### src/rtl/sha256_host_mem.sv
// Host-side word RAM and sequencer for a SHA-256 engine: loads a message, starts
// the engine, serves the engine's memory port, then streams the 8-word hash back.
module sha256_host_mem #(
  parameter int          NUM_OF_WORDS = 20,
  parameter int          DEPTH        = 64,
  parameter logic [15:0] MSG_BASE     = 16'd0,
  parameter logic [15:0] OUT_BASE     = 16'd32
) (
  input  logic        clk,
  input  logic        reset,
  input  logic        msg_valid,
  input  logic [31:0] msg_data,
  output logic        msg_ready,
  output logic        hash_valid,
  output logic [31:0] hash_data,
  output logic        hash_last,
  input  logic        hash_ready,
  output logic        eng_start,
  input  logic        eng_done,
  output logic [15:0] eng_message_addr,
  output logic [15:0] eng_output_addr,
  input  logic        mem_we,
  input  logic [15:0] mem_addr,
  input  logic [31:0] mem_write_data,
  output logic [31:0] mem_read_data,
  output logic        busy,
  output logic        err_addr
);
  localparam int AW = (DEPTH > 1) ? $clog2(DEPTH) : 1;

  typedef enum logic [2:0] {LOAD, START, WAIT_BUSY, WAIT_DONE, DRAIN} state_t;
  state_t state, state_next;

  logic [31:0]   ram [DEPTH];
  logic [5:0]    k;
  logic [2:0]    n;
  logic          msg_fire, hash_fire, eng_window, mem_oob;
  logic          ram_we;
  logic [AW-1:0] ram_waddr, mem_idx, drain_addr;
  logic [31:0]   ram_wdata;

  // Both streams use valid/ready: a word transfers on a rising edge where valid
  // and ready are both high; a stalled sender holds its word unchanged.
  assign msg_fire   = msg_valid && msg_ready;
  assign hash_fire  = hash_valid && hash_ready;
  assign eng_window = (state == WAIT_BUSY) || (state == WAIT_DONE);
  assign mem_oob    = (32'(mem_addr) >= 32'(DEPTH));
  assign mem_idx    = AW'(mem_addr);
  assign drain_addr = AW'(OUT_BASE) + AW'(hash_valid ? n + 3'd1 : n);

  assign eng_message_addr = MSG_BASE;
  assign eng_output_addr  = OUT_BASE;
  assign busy             = (state != LOAD);
  assign hash_last        = hash_valid && (n == 3'd7);

  always_ff @(posedge clk) begin
    if (reset) state <= LOAD;
    else       state <= state_next;
  end

  always_comb begin
    state_next = state;
    msg_ready  = 1'b0;
    eng_start  = 1'b0;
    case (state)
      LOAD: begin
        msg_ready = 1'b1;
        if (msg_valid && (k == 6'(NUM_OF_WORDS - 1))) state_next = START;
      end
      START: begin
        eng_start  = 1'b1;
        state_next = WAIT_BUSY;
      end
      WAIT_BUSY: if (!eng_done) state_next = WAIT_DONE;
      WAIT_DONE: if (eng_done) state_next = DRAIN;
      DRAIN:     if (hash_fire && (n == 3'd7)) state_next = LOAD;
      default:   state_next = LOAD;
    endcase
  end

  // Host and engine never write in the same state, so one write port serves both.
  always_comb begin
    ram_we    = 1'b0;
    ram_waddr = '0;
    ram_wdata = '0;
    if (!reset) begin
      if (msg_fire) begin
        ram_we    = 1'b1;
        ram_waddr = AW'(MSG_BASE) + AW'(k);
        ram_wdata = msg_data;
      end else if (eng_window && mem_we && !mem_oob) begin
        ram_we    = 1'b1;
        ram_waddr = mem_idx;
        ram_wdata = mem_write_data;
      end
    end
  end

  always_ff @(posedge clk) begin
    if (ram_we) ram[ram_waddr] <= ram_wdata;
  end

  always_ff @(posedge clk) begin
    if (reset) begin
      mem_read_data <= '0;
      err_addr      <= 1'b0;
    end else begin
      mem_read_data <= mem_oob ? 32'h0 : ram[mem_idx];
      if (mem_oob) err_addr <= 1'b1;
    end
  end

  // n is the index of the word being presented; drain_addr prefetches the next one.
  always_ff @(posedge clk) begin
    if (reset) begin
      k          <= '0;
      n          <= '0;
      hash_valid <= 1'b0;
      hash_data  <= '0;
    end else begin
      if (msg_fire) k <= (k == 6'(NUM_OF_WORDS - 1)) ? 6'd0 : k + 6'd1;
      if (state == DRAIN) begin
        if (!hash_valid) begin
          hash_valid <= 1'b1;
          hash_data  <= ram[drain_addr];
        end else if (hash_ready) begin
          if (n == 3'd7) begin
            hash_valid <= 1'b0;
            n          <= '0;
          end else begin
            n         <= n + 3'd1;
            hash_data <= ram[drain_addr];
          end
        end
      end
    end
  end
endmodule

### config.mk
export PLATFORM = sky130hd
export DESIGN_NAME = sha256_host_mem
export DESIGN_NICKNAME = d
export VERILOG_FILES = /design/src/rtl/sha256_host_mem.sv
export SDC_FILE = /design/constraint.sdc
export NUM_CORES = 2
export LEC_CHECK = 0
export CAP_MARGIN = 15
export CORE_UTILIZATION = 55
export DETAILED_ROUTE_END_ITERATION = 8
export PLACE_DENSITY = 0.72
export SLEW_MARGIN = 20
export SYNTH_ARGS = -nofsm -noshare
export SYNTH_HDL_FRONTEND = slang
export SYNTH_SLANG_ARGS = --single-unit
export TNS_END_PERCENT = 30
### constraint.sdc
create_clock -name clk -period 5.7 [get_ports clk]
set_input_delay 0.57 -clock clk [delete_from_list [all_inputs] [get_ports clk]]
set_output_delay 0.57 -clock clk [all_outputs]
set_load 0.1 [all_outputs]
### Yosys cells after proc, flatten, opt, wreduce, memory -nomap -nowiden

Memory sizes are Yosys's and may differ from the RTL's. A register that Yosys moved wholly into a read port is not among the register bits.
Cells that the tools add are included.

| word-level totals | value |
|---|---|
| logic and storage cells | 66 |
| memories | 1 |
| memory bits (writable) | 2048 |
| output and inout bits | 102 |
| bits of input ports | 86 |
| register bits | 46 |

| operators by class | value |
|---|---|
| eq/ne operators | 12 |
| reductions and logical operators | 15 |
| add/subtract/negate cells | 4 |
| order comparisons | 1 |
| muxes and demuxes | 27 |

Memories:

| memory | words | bits a word | rd ports | clocked after Yosys merged registers in | wr ports | line | RTL |
|---|---|---|---|---|---|---|---|
| ram | 64 | 32 | 2 | 1 | 1 | 34 | `logic [31:0] ram [DEPTH];` |

Operator list:

| cell | count |
|---|---|
| $mux W32 | 6 |
| $mux W6 | 4 |
| $ge A16 B7 Y1 const B | 1 |
| $mux W3 | 5 |
| $pmux W3 S5 | 1 |
| $mux W1 | 10 |
| $ne A2 B2 Y1 const B | 5 |
| $logic_and A1 B1 Y1 | 7 |
| $add A6 B1 Y6 const B | 1 |
| $add A6 B4 Y6 const A | 1 |
| $eq A3 B2 Y1 const B | 2 |
| $eq A3 B3 Y1 const B | 2 |
| $eq A6 B5 Y1 const B | 1 |
| $reduce_and A3 Y1 | 2 |
| $add A3 B1 Y4 const B | 1 |
| $mux W4 | 1 |
| $reduce_and A4 Y1 | 1 |
| $add A3 B1 Y3 const B | 1 |
| $eq A3 B1 Y1 const B | 1 |
| $logic_not A3 Y1 | 1 |
| $reduce_bool A3 Y1 | 1 |
| $ne A2 B1 Y1 const B | 1 |
| $reduce_or A2 Y1 | 1 |
| $logic_not A1 Y1 | 1 |
| $logic_or A1 B1 Y1 | 1 |

### Longest topological paths before layout

| depth | value |
|---|---|
| depth in word-level cells | 9 |
| mapped depth | 10 |
| depth with buffers taken out | 6 |

### Least setup slack after synthesis

OpenSTA, ideal clock, no wires.

| path | value |
|---|---|
| kind | input-to-reg |
| start point | input mem_addr[9] |
| end point | memory ram[48][0] (enable) |
| slack | 0.916 ns |
| cell stages on the path | 5 |
| buffers on the path | 0 |
| arrival time | 4.324 ns |
| required time | 5.239 ns |
| setup time | 0.461 ns |
| path through | nor4_1 > nand4_1 > a2111oi_1 > nand2_1 > nor3_1 |

| between the ends | value |
|---|---|
| word-level cells in the longest chain between the ends | 8 |
| elaborated cells between the ends (all ways) | 11 |
| those cells by class | order compare (1); mux (8); reduce/logical (2) |

Ends and longest elaborated chain:

| what | line | RTL |
|---|---|---|
| start, declared | 23 | `input logic [15:0] mem_addr,` |
| $ge A16 B7 Y1 (*) | 47 | `assign mem_oob = (32'(mem_addr) >= 32'(DEPTH));` |
| $logic_not A1 Y1 (*) | 91 | `end else if (eng_window && mem_we && !mem_oob) begin` |
| $logic_and A1 B1 Y1 (*) | 91 |  |
| $mux W1 | 91 |  |
| $mux W1 | 87 | `if (msg_fire) begin` |
| $mux W1 | 86 | `if (!reset) begin` |
| $mux W1 | 100 | `if (ram_we) ram[ram_waddr] <= ram_wdata;` |
| $mux W1 (implied by the code) | 100 |  |
| end, declared | 34 |  |

Every way passes the cells marked *; elsewhere a longest branch is shown, timed or not.

### Final worst setup path

| path | value |
|---|---|
| start point | register state[2] |
| end point | memory ram[25][22] (enable) |

| between the ends | value |
|---|---|
| word-level cells in the longest chain between the ends | 9 |
| elaborated cells between the ends (all ways) | 16 |
| those cells by class | eq/ne (2); mux (9); reduce/logical (5) |

Ends and longest elaborated chain:

| what | line | RTL |
|---|---|---|
| start, declared | 32 | `state_t state, state_next;` |
| start signal, assigned | 58 | `else state <= state_next;` |
| $eq A3 B2 Y1 | 46 | `assign eng_window = (state == WAIT_BUSY) \|\| (state == WAIT_DONE);` |
| $logic_or A1 B1 Y1 | 46 |  |
| $logic_and A1 B1 Y1 (2 in a row) | 91 |  |
| $mux W1 | 91 |  |
| $mux W1 | 87 |  |
| $mux W1 | 86 |  |
| $mux W1 | 100 |  |
| $mux W1 (implied by the code) | 100 |  |

Several ways; a longest one is shown, not always the timed one.

==> results.cfg <==
[status]
outcome = complete, no violations

[placement]
numPortBuffers = 155
globalplace.congestion = 0.899
detailed_placer_s_ending_hpwl_mm = 125

[cells_and_area]
multi_input_area_sq_um = 21800
fin_util_pct = 63.3
area_delta_synth_final_pct = 14.4
num-fill-cells = 10200
nets = 4307
post_route_cells_drive_above_1_share_pct = 29.5
layout.area.seq_sq_um = 63100

[global_route]
grt_overflow = 0
grt_antenna_before_repair = 7
grt_first_pass_wirelength_mm = 302
grt.total_usage_pct = 27.0
grt_max_degree = 83
grt_pass1_vias = 43000

[floorplan]
number_of_rows_in_the_core_area = 144
fp.dieW_um = 396
design.portCount = 188
floorplan.die.height_um = 396
floorplan.core_area_sq_um = 154000
starting_density_pct = 55.4
die_area_sq_um = 156000

[yosys]
synth-seq-area-share_pct = 74.0
ys_seq_elements = 2126
synthCells = 3909
synthTopCellsByCount = sky130_fd_sc_hd__edfxtp_1 (2048), sky130_fd_sc_hd__mux4_2 (672), sky130_fd_sc_hd__mux2i_1 (174)
post-synth-top-area-fraction_pct = 72.2
ys_async_sr_fraction_pct = 0
flip_flop_cell_with_the_highest_count_after_synthesis = sky130_fd_sc_hd__edfxtp_1
syn-mean-instance-area_sq_um = 21.8
mappedNetlistArea_sq_um = 85200
cell_type_contributing_the_most_total_cell_area_after_synthesis = sky130_fd_sc_hd__edfxtp_1
synth-warning-count = 0
synth_cell_types = 62
yosysMostFrequentCell = sky130_fd_sc_hd__edfxtp_1
synth-edff-count = 2048
synth.area.top_cells = sky130_fd_sc_hd__edfxtp_1 (72%), sky130_fd_sc_hd__mux4_2 (18%), sky130_fd_sc_hd__mux2i_1 (2.0%), sky130_fd_sc_hd__dfxtp_1 (1.8%), sky130_fd_sc_hd__a22oi_1 (1.3%)

[setup_path]
endpoint = ram[25][22]
timing_worst_setup_path_type = flop to flop
timing.rr.start = state[2]
worstSetupEndpointType = flop
timing.critical_path.from_type = flop
crit_arrival_ps = 4820
cp_data_required_time_ps = 6180
reg2reg_to = ram[25][22]
register_to_register_setup_slack_ps = 1370
cp-startpoint = state[2]
critical_path.max_fanout = 21
reg2regPathDepth = 7

[drt]
route.final.wire_length_mm = 210
initialDrtViolationCount = 5596
firstDrtPassIters = 6
routed-via-count = 42800
final_antenna_net_count = 0
routedWlPerCell_um = 32.6
drt_drc_violations_left = 0
viasPerCell = 6.65

[sta]
slew_headroom_pct = 22.3
finalSetupTns_ps = 0
fin_crit_ps = 4330
final-setup-viol-count = 0
rsz0062_at_grt = no
final_hold_viol_count = 0
fin_worst_hold_slack_ps = 266
fin_skew_ps = 29.5
min_period_over_period_pct = 76.0
achievable-frequency_mhz = 231
max_slew.worst_pin.slew_ps = 1160
slew_limit_fails = 0

[cts]
number_of_buffers_inserted_by_hold_repair_at_cts = 0
clock_insertion_delay_worst_skew_ps = 830
cts_made_buffers = 203
clkTransAtPathRegs_ps = 60
cts_post_setup_buffers_inserted = 0
cts-root-buf = sky130_fd_sc_hd__clkbuf_16
cts_tree = done
cts_sinks = 2126
cts.repair.resized = 0
cts.htree.levels = 4
cts_max_path_buffers = 3

[power]
peakVddDrop_mv = 0.340
total_power_mw = 32.0
power.density_nw_per_um2 = 328
leakagePower_nw = 31.0

[worst_hold_path]
worstHoldPathType = input pin to flop
hold-path-cell-count = 3

[flow_run]
cap_viol_max_count = 0
per-stage QoR:
| step | instance area, sq um | worst slack (ps) | cells |
|---|---|---|---|
| floorplan | 85300 | 916 | 3939 |
| global placement | 90800 | 940 | 6054 |
| detailed placement | 90800 | 799 | 6056 |
| CTS | 97400 | 1440 | 6431 |
| global route | 97400 | 1310 | 6432 |
| finish | 97400 | 1370 | 6433 |
layer usage:
metal  vias up  share of wire (%)  global-route usage (%)
met5         -              0.025                       0
met4        10                2.6                    7.54
met3       332                 12                    8.27
met2      2521                 48                    41.3
met1     22700                 38                    37.9
li1      17200                  -                       -
report_power, final:
| part | internal (mW) | switching [mW] | total, mW |
|---|---|---|---|
| Sequential | 17.1 | 0.0117 | 17.1 |
| Clock | 7.52 | 5.76 | 13.3 |
| Combinational | 0.587 | 1.01 | 1.60 |
| Total | 25.2 | 6.78 | 32.0 |
layout make-up:
class                      count  share of cell area [%]
clock inverter               127                    1.16
tap                         2044                    2.62
multi-input combinational   1535                    22.3
clock buffer                 248                    5.59
timing repair buffer         348                    3.54
inverter                       4                  0.0154
sequential                  2126                    64.7
antenna                        1                 0.00257
flip-flops by register name, summed over array words and instances (netlist names):
| name | flops |
|---|---|
| ram | 2048 |
| hash_data | 32 |
| mem_read_data | 32 |
| k | 6 |
| n | 3 |
| state | 3 |
| err_addr | 1 |
| hash_valid | 1 |
cells by family (layout without fill, tap and decap cells):
group | Yosys count | after routing | share of synthesized area (%)
other | 2 | 33 | 0.00882
buffers and inverters | 278 | 727 | 1.62
multiplexers | 854 | 854 | 19.9
AO/OA/AOI/OAI | 289 | 289 | 2.43
flip-flops | 2126 | 2126 | 74.0
XOR/XNOR | 6 | 6 | 0.0617
adder cells (fa/ha/maj) | 3 | 3 | 0.0441
AND/OR/NAND/NOR | 351 | 351 | 1.86
cells in the final DEF (no fill, tap or decap), drive strengths merged, types with 5 or more instances in the layout:
master / instances
a22o: 34
clkdlybuf4s50: 150
nand3: 56
dfxtp: 78
nor2b: 9
edfxtp: 2048
nor2: 80
buf: 198
nand3b: 5
clkbuf: 248
a21oi: 44
mux2i: 175
and3: 5
nand2: 151
bufinv: 16
o21ai: 29
a22oi: 151
nor3: 14
conb: 32
mux2: 7
inv: 14
and2: 8
mux4: 672
clkinv: 97
worst max-delay path, cell delays in order, from the launching register on:
cell and delay, ps:
sky130_fd_sc_hd__dfxtp_1 380, sky130_fd_sc_hd__or4b_2 1070, sky130_fd_sc_hd__buf_4 360, sky130_fd_sc_hd__nand2_1 110, sky130_fd_sc_hd__o21ai_0 170, sky130_fd_sc_hd__a2111o_1 860
sky130_fd_sc_hd__nor2_4 590, sky130_fd_sc_hd__buf_4 410
worst min path at each step:
stage	from	end	slack, ps
after floorplan	k[1]	k[1]	500
after global placement	hash_data[14]	hash_data[14]	460
after detailed placement	err_addr	err_addr	460
after CTS	mem_addr[4]	mem_read_data[0]	190
after global routing	mem_addr[4]	mem_read_data[0]	230
final	mem_addr[4]	mem_read_data[0]	270
(Power assumes the default switching activity.)
